File: src/rtl/dmem_pkg.sv
`default_nettype none
// ============================================================================
// Module   : dmem_pkg
// Purpose  : Shared definitions for the data-memory controller: default
//            geometry constants and the controller state encoding.
// Contents : c_data_w, c_addr_w, c_depth  - default DATA_W/ADDR_W/DEPTH
//            state_t                      - CLEAR (zero sweep) / IDLE (serving)
// Revision : 1.0 - initial release
// ============================================================================
package dmem_pkg;

    localparam int c_data_w = 16;
    localparam int c_addr_w = 16;
    localparam int c_depth  = 128;

    // CLEAR is the reset encoding so a freshly reset controller sweeps first.
    typedef enum logic [0:0] {
        CLEAR = 1'b0,
        IDLE  = 1'b1
    } state_t;

endpackage
`default_nettype wire

File: src/rtl/dmem_array.sv
`default_nettype none
// ============================================================================
// Module   : dmem_array
// Purpose  : Word-organised storage with byte-lane write enables and a
//            registered read port. Contents are not reset.
// Ports    : clk      - clock
//            wr_en    - write strobe
//            wr_idx   - write word index
//            wr_data  - write data
//            wr_be    - byte-lane enables (bit k -> bits 8k+7:8k)
//            rd_en    - read strobe (rd_data holds otherwise)
//            rd_idx   - read word index
//            rd_data  - registered read data, valid the cycle after rd_en
// Revision : 1.0 - initial release
// ============================================================================
module dmem_array
    import dmem_pkg::*;
#(
    parameter int DATA_W = c_data_w,
    parameter int DEPTH  = c_depth,
    parameter int IDX_W  = $clog2(c_depth)
) (
    input  logic                clk,
    input  logic                wr_en,
    input  logic [IDX_W-1:0]    wr_idx,
    input  logic [DATA_W-1:0]   wr_data,
    input  logic [DATA_W/8-1:0] wr_be,
    input  logic                rd_en,
    input  logic [IDX_W-1:0]    rd_idx,
    output logic [DATA_W-1:0]   rd_data
);

    localparam int BE_W = DATA_W / 8;

    logic [DATA_W-1:0] r_mem [DEPTH];
    logic [DATA_W-1:0] r_rd_data;

    always_ff @(posedge clk) begin
        if (wr_en) begin
            for (int k = 0; k < BE_W; k++) begin
                if (wr_be[k]) begin
                    r_mem[wr_idx][8*k +: 8] <= wr_data[8*k +: 8];
                end
            end
        end
    end

    // The controller never reads and writes in the same cycle, so the
    // read-before-write ordering of this port is never observable.
    always_ff @(posedge clk) begin
        if (rd_en) begin
            r_rd_data <= r_mem[rd_idx];
        end
    end

    assign rd_data = r_rd_data;

endmodule
`default_nettype wire

File: src/rtl/dmem_ctrl.sv
`default_nettype none
// ============================================================================
// Module   : dmem_ctrl
// Purpose  : Single-port data-memory controller. After reset (or a clr pulse)
//            it zero-sweeps every word, one per cycle, then serves one
//            read/write request per cycle with a fixed 1-cycle response.
// Ports    : clk       - clock, rising edge
//            reset     - synchronous active-high reset
//            clr       - pulse: start a full zero sweep (ignored mid-sweep)
//            req_valid / req_ready - request handshake
//            req_we, req_addr, req_wdata, req_be - request payload
//            rsp_valid - one-cycle pulse per accepted request
//            rsp_rdata - read data (0 for writes and errors)
//            rsp_err   - address out of range
//            busy      - zero sweep in progress
// Revision : 1.0 - initial release
// ============================================================================
module dmem_ctrl
    import dmem_pkg::*;
#(
    parameter int DATA_W = c_data_w,
    parameter int ADDR_W = c_addr_w,
    parameter int DEPTH  = c_depth
) (
    input  logic                clk,
    input  logic                reset,
    input  logic                clr,
    input  logic                req_valid,
    output logic                req_ready,
    input  logic                req_we,
    input  logic [ADDR_W-1:0]   req_addr,
    input  logic [DATA_W-1:0]   req_wdata,
    input  logic [DATA_W/8-1:0] req_be,
    output logic                rsp_valid,
    output logic [DATA_W-1:0]   rsp_rdata,
    output logic                rsp_err,
    output logic                busy
);

    localparam int BE_W  = DATA_W / 8;
    localparam int IDX_W = $clog2(DEPTH);

    // One extra bit so DEPTH == 2**ADDR_W is representable and the range
    // check covers the full address width without wrap-around.
    localparam logic [ADDR_W:0]  c_depth_ext = (ADDR_W+1)'(DEPTH);
    localparam logic [IDX_W-1:0] c_last_idx  = IDX_W'(DEPTH - 1);

    state_t            r_state;
    state_t            w_state_nxt;
    logic [IDX_W-1:0]  r_idx;
    logic [IDX_W-1:0]  w_idx_nxt;
    logic              w_busy;
    logic              w_ready;

    logic              w_accept;
    logic              w_in_range;
    logic [IDX_W-1:0]  w_req_idx;
    logic              w_clr_wr;
    logic              w_wr_en;
    logic [IDX_W-1:0]  w_wr_idx;
    logic [DATA_W-1:0] w_wr_data;
    logic [BE_W-1:0]   w_wr_be;
    logic              w_rd_en;
    logic [DATA_W-1:0] w_rd_data;

    logic              r_rsp_valid;
    logic              r_rsp_err;
    logic              r_rsp_rd;

    // ------------------------------------------------------------------------
    // FSM: state and sweep-index register
    // ------------------------------------------------------------------------
    always_ff @(posedge clk) begin
        if (reset) begin
            r_state <= CLEAR;
            r_idx   <= '0;
        end else begin
            r_state <= w_state_nxt;
            r_idx   <= w_idx_nxt;
        end
    end

    always_comb begin
        w_state_nxt = r_state;
        w_idx_nxt   = r_idx;
        w_busy      = 1'b0;
        w_ready     = 1'b0;
        case (r_state)
            CLEAR: begin
                w_busy = 1'b1;
                if (r_idx == c_last_idx) begin
                    w_state_nxt = IDLE;
                    w_idx_nxt   = '0;
                end else begin
                    w_idx_nxt = r_idx + IDX_W'(1);
                end
            end
            IDLE: begin
                w_ready   = 1'b1;
                w_idx_nxt = '0;
                // A request presented alongside clr is still accepted here.
                if (clr) begin
                    w_state_nxt = CLEAR;
                end
            end
            default: begin
                w_state_nxt = CLEAR;
                w_idx_nxt   = '0;
            end
        endcase
    end

    // Nothing is accepted while reset is high, so a request in a reset cycle
    // never touches memory and never produces a response.
    assign req_ready = w_ready & ~reset;
    assign busy      = w_busy;

    // ------------------------------------------------------------------------
    // Request decode and storage port muxing
    // ------------------------------------------------------------------------
    assign w_accept   = req_valid & req_ready;
    assign w_in_range = ({1'b0, req_addr} < c_depth_ext);
    assign w_req_idx  = req_addr[IDX_W-1:0];

    assign w_clr_wr  = (r_state == CLEAR) & ~reset;
    assign w_wr_en   = w_clr_wr | (w_accept & req_we & w_in_range);
    assign w_wr_idx  = w_clr_wr ? r_idx : w_req_idx;
    assign w_wr_data = w_clr_wr ? '0    : req_wdata;
    assign w_wr_be   = w_clr_wr ? '1    : req_be;
    assign w_rd_en   = w_accept & ~req_we & w_in_range;

    dmem_array #(
        .DATA_W (DATA_W),
        .DEPTH  (DEPTH),
        .IDX_W  (IDX_W)
    ) u_array (
        .clk     (clk),
        .wr_en   (w_wr_en),
        .wr_idx  (w_wr_idx),
        .wr_data (w_wr_data),
        .wr_be   (w_wr_be),
        .rd_en   (w_rd_en),
        .rd_idx  (w_req_idx),
        .rd_data (w_rd_data)
    );

    // ------------------------------------------------------------------------
    // Response registers
    // ------------------------------------------------------------------------
    always_ff @(posedge clk) begin
        if (reset) begin
            r_rsp_valid <= 1'b0;
            r_rsp_err   <= 1'b0;
            r_rsp_rd    <= 1'b0;
        end else begin
            r_rsp_valid <= w_accept;
            r_rsp_err   <= w_accept & ~w_in_range;
            r_rsp_rd    <= w_rd_en;
        end
    end

    // Reset asserted during the response cycle cancels that response.
    assign rsp_valid = r_rsp_valid & ~reset;
    assign rsp_err   = r_rsp_err & ~reset;
    assign rsp_rdata = (r_rsp_rd & ~reset) ? w_rd_data : '0;

endmodule
`default_nettype wire

File: config.mk
export PLATFORM = sky130hd
export DESIGN_NAME = dmem_ctrl
export DESIGN_NICKNAME = d
export VERILOG_FILES = /design/src/rtl/dmem_pkg.sv /design/src/rtl/dmem_array.sv /design/src/rtl/dmem_ctrl.sv
export SDC_FILE = /design/constraint.sdc
export NUM_CORES = 2
export LEC_CHECK = 0
export BUFFER_PORTS_ARGS = -buffer_cell sky130_fd_sc_hd__buf_2
export CELL_PAD_IN_SITES_DETAIL_PLACEMENT = 1
export CELL_PAD_IN_SITES_GLOBAL_PLACEMENT = 1
export CORE_MARGIN = 2
export CORE_UTILIZATION = 45
export CTS_BUF_LIST = sky130_fd_sc_hd__clkbuf_8
export CTS_CLUSTER_SIZE = 24
export DETAILED_ROUTE_END_ITERATION = 6
export HOLD_SLACK_MARGIN = 0.08
export PLACE_DENSITY = 0.63
export SYNTH_ARGS = -nofsm -noshare
export SYNTH_HDL_FRONTEND = slang
export SYNTH_SLANG_ARGS = --single-unit
export TNS_END_PERCENT = 5
File: constraint.sdc
create_clock -name clk -period 6 [get_ports clk]
set_input_delay 1.5 -clock clk [delete_from_list [all_inputs] [get_ports clk]]
set_output_delay 1.5 -clock clk [all_outputs]
set_load 0.005 [all_outputs]
==> impl_metrics.ini <==
[outcome]
outcome = finished, final reports clean

[routing]
wirelength_mm = 212
dr.pass1.iters = 5
vias = 39600
viasPerCell = 6.03
drc = 0
wire_per_inst_um = 32.3
initialDrtViolationCount = 3831
ant_nets = 0

[power_and_ir_drop]
power_frac_seq_pct = 55.5
total_leakage_power_nw = 29.6
p_per_area_nw_per_um2 = 310
max-vdd-ir-drop_uv = 232
power_mw = 28.8
p_switching_mw = 6.59
p_int_mw = 22.3
p_clk_share_pct = 38.7
switching_share_pct = 22.8
p_comb_share_pct = 5.9

[grt]
overflow = 0
grt_max_degree = 129
grt_pass1_vias = 42300
grt_usage_pct = 23.3
antenna_found_initial = 10
grt_pass1_wl_mm = 308

[placement]
dp_hpwl_mm = 129
dp_cells = 5953
port_buffers = 58
place_congestion = 0.811

[logic_synthesis]
ys.flop_type = edfxtp_1
synthTopCellsByCount = edfxtp_1 (2064), mux4_2 (672), nor4_1 (257)
syn_avg_cell_area_um2 = 23.8
ys_warn_count = 0
yosysTopAreaCell = edfxtp_1
synthSimpleGateAreaFrac_pct = 2.63
synth_edf_count = 2064
synth_top_family_by_area = multiplexers
async_reset_ff_share_pct = 0
yosysMostFrequentCell = edfxtp_1
ys_types = 36
yosysSeqAreaShare_pct = 76.9
synth_fa_ha_area_share_pct = 0.0155
synthMuxAreaShare_pct = 19.0
ys_ff_latch = 2075
synth_compound_area_share_pct = 0.142
syn_area_um2 = 80900
synth_xor_area_share_pct = 0.0542
synth_cells = 3402
synth_area_leaders = edfxtp_1 (77%), mux4_2 (19%), nor4_1 (2.0%)
syn_nets = 3442
netlist.area_leader.share_pct = 76.6

[critical_path]
crit_buf_inv = 3
crit_chain = buf_2 -> nor2b_1 -> buf_4 -> and2_1 -> buf_2
r2r-end = u_array.r_mem[94][5]
required_ns = 4.50
worstSetupStartpointType = input port
cpMaxStageDelayCell = buf_4
critPathKind = in -> out
cp_data_arrival_time_ns = 2.48
rr_worst_depth = 7
cp_top_family = buffers and inverters
crit_fanout = 16
cpPeakStageDelay_ns = 0.28
worst_path_most_repeated_cell = buf_2
cp-end-kind = output pin
reg2reg_slack_ns = 2.29
rr_startpoint = r_state

[clocking]
clock_latency_ns = 1.04
cts.clk_slew.worst_paths_ns = 0.06
cts_resized = 0
numCtsBuffers = 344
cts_root_buf = clkbuf_8
cts_setup_buffers = 0
clock-sinks = 2075
cts.hold.buffers_added = 0
cts_tree = built
cts-htree-levels = 5
clk_path_buf_depth = 4

[final_layout]
drive_gt1_share_pct = 39.8
num-fill-cells = 15500
syn2layout_area_growth_pct = 15.2
stdcell_count = 6557
layout.nets = 3985
fin_util_pct = 52.2

[floorplan]
core_um2 = 178000
initial_core_util_pct = 45.3
die_y_um = 428
row_count = 155
die-area_um2 = 183000
pin_count = 59
chipWidth_um = 428

[run]
maxCapViolations = 0

[min_path]
hold_depth = 1
hold_path_class = reg -> reg
hp-start = r_idx[0]
timing.hold.worst_endpoint = r_idx[0]

[timing]
clock_skew_ns = 0.0551
rsz0062_at_grt = false
drv_slew = 0
fin_crit_sh_pct = 66.4
worstMarginPinSlew_ns = 1.30
fin_crit_ns = 3.98
setup_viol = 0
fmax_mhz = 251
finalHoldViolCount = 0
slew_headroom_pct = 13.1
setup_tns_ns = 0
[through the flow]
stage          setup slack, ns  hold WS (ns)  instance area, µm²
6_report                  2.02         0.570               93100
5_1_grt                   1.93         0.614               93100
4_1_cts                   1.96         0.568               93100
3_5_place_dp             0.984         0.555               87100
3_3_place_gp             0.960         0.548               87100
2_1_floorplan             1.71         0.453               80900
[how the worst max path moves through the flow]
stage                     slack [ns]         start               endpoint  cells after the start
final                           2.02         reset           rsp_rdata[3]                      5
after global routing            1.93   req_addr[1]   u_array.r_mem[94][3]                      6
after CTS                       1.96       r_state              req_ready                      3
after detailed placement        0.98  req_addr[10]   u_array.r_mem[94][5]                      8
after global placement          0.96  req_addr[10]  u_array.r_mem[127][1]                      7
after floorplan                 1.71  req_addr[10]  u_array.r_mem[106][0]                      6
[registers in the layout (all words and copies together), names as in the netlist]
signal	count
r_idx	7
r_rsp_rd	1
u_array.rd_data	16
r_state	1
r_rsp_valid	1
u_array.r_mem	2048
r_rsp_err	1
[cell usage in the layout, fill, tap and decap left out, drive strengths merged, types with 3 or more instances in the layout]
cell	instances
edfxtp	2064
mux4	672
buf	456
clkbuf	352
nor4	257
clkinv	144
inv	98
and2	32
nand2	22
mux2	16
dfxtp	11
nor2	9
diode	6
o21ai	6
a31oi	6
bufinv	5
nor2b	5
nand2b	4
or4b	4
or4	3
and3	3
nand3	3
xor2	3
clkinvlp	3
[layout make-up]
type | instances | area, µm² | area share [%]
clock inverter | 245 | 1130 | 1.21
clock buffer | 352 | 4840 | 5.20
sequential | 2075 | 62200 | 66.8
tap | 2355 | 2950 | 3.16
multi-input combinational | 1063 | 18300 | 19.7
inverter | 5 | 18.8 | 0.0202
antenna | 6 | 15.0 | 0.0161
timing repair buffer | 456 | 3650 | 3.92
[power by group through the flow]
stage,sequential (mW),combinational [mW],clock [mW]
floorplan,16.3,0.980,0
global placement,16.3,1.66,0
detailed placement,16.3,1.71,0
CTS,16.0,1.71,11.4
global route,16.0,1.77,12.0
finish,16.0,1.69,11.2
[metal layers]
metal / share of wire [%] / wire [µm] / vias up / track usage (%)
met1: 41 / 87200 / 21700 / 32.3
met5: 0.012 / 26 / - / 0
met2: 50 / 107000 / 1546 / 38.4
li1: - / - / 16100 / -
met3: 6.4 / 13600 / 282 / 4.45
met4: 2.0 / 4220 / 4 / 5.75
[cells by family (layout without fill, tap and decap cells)]
group                    Yosys count  in the layout
other                              0              6
flip-flops                      2075           2075
buffers and inverters            264           1058
AND/OR/NAND/NOR                  350            350
multiplexers                     689            689
XOR/XNOR                           5              5
adder cells (fa/ha/maj)            1              1
AO/OA/AOI/OAI                     18             18
Power figures use the tool's default switching activity.
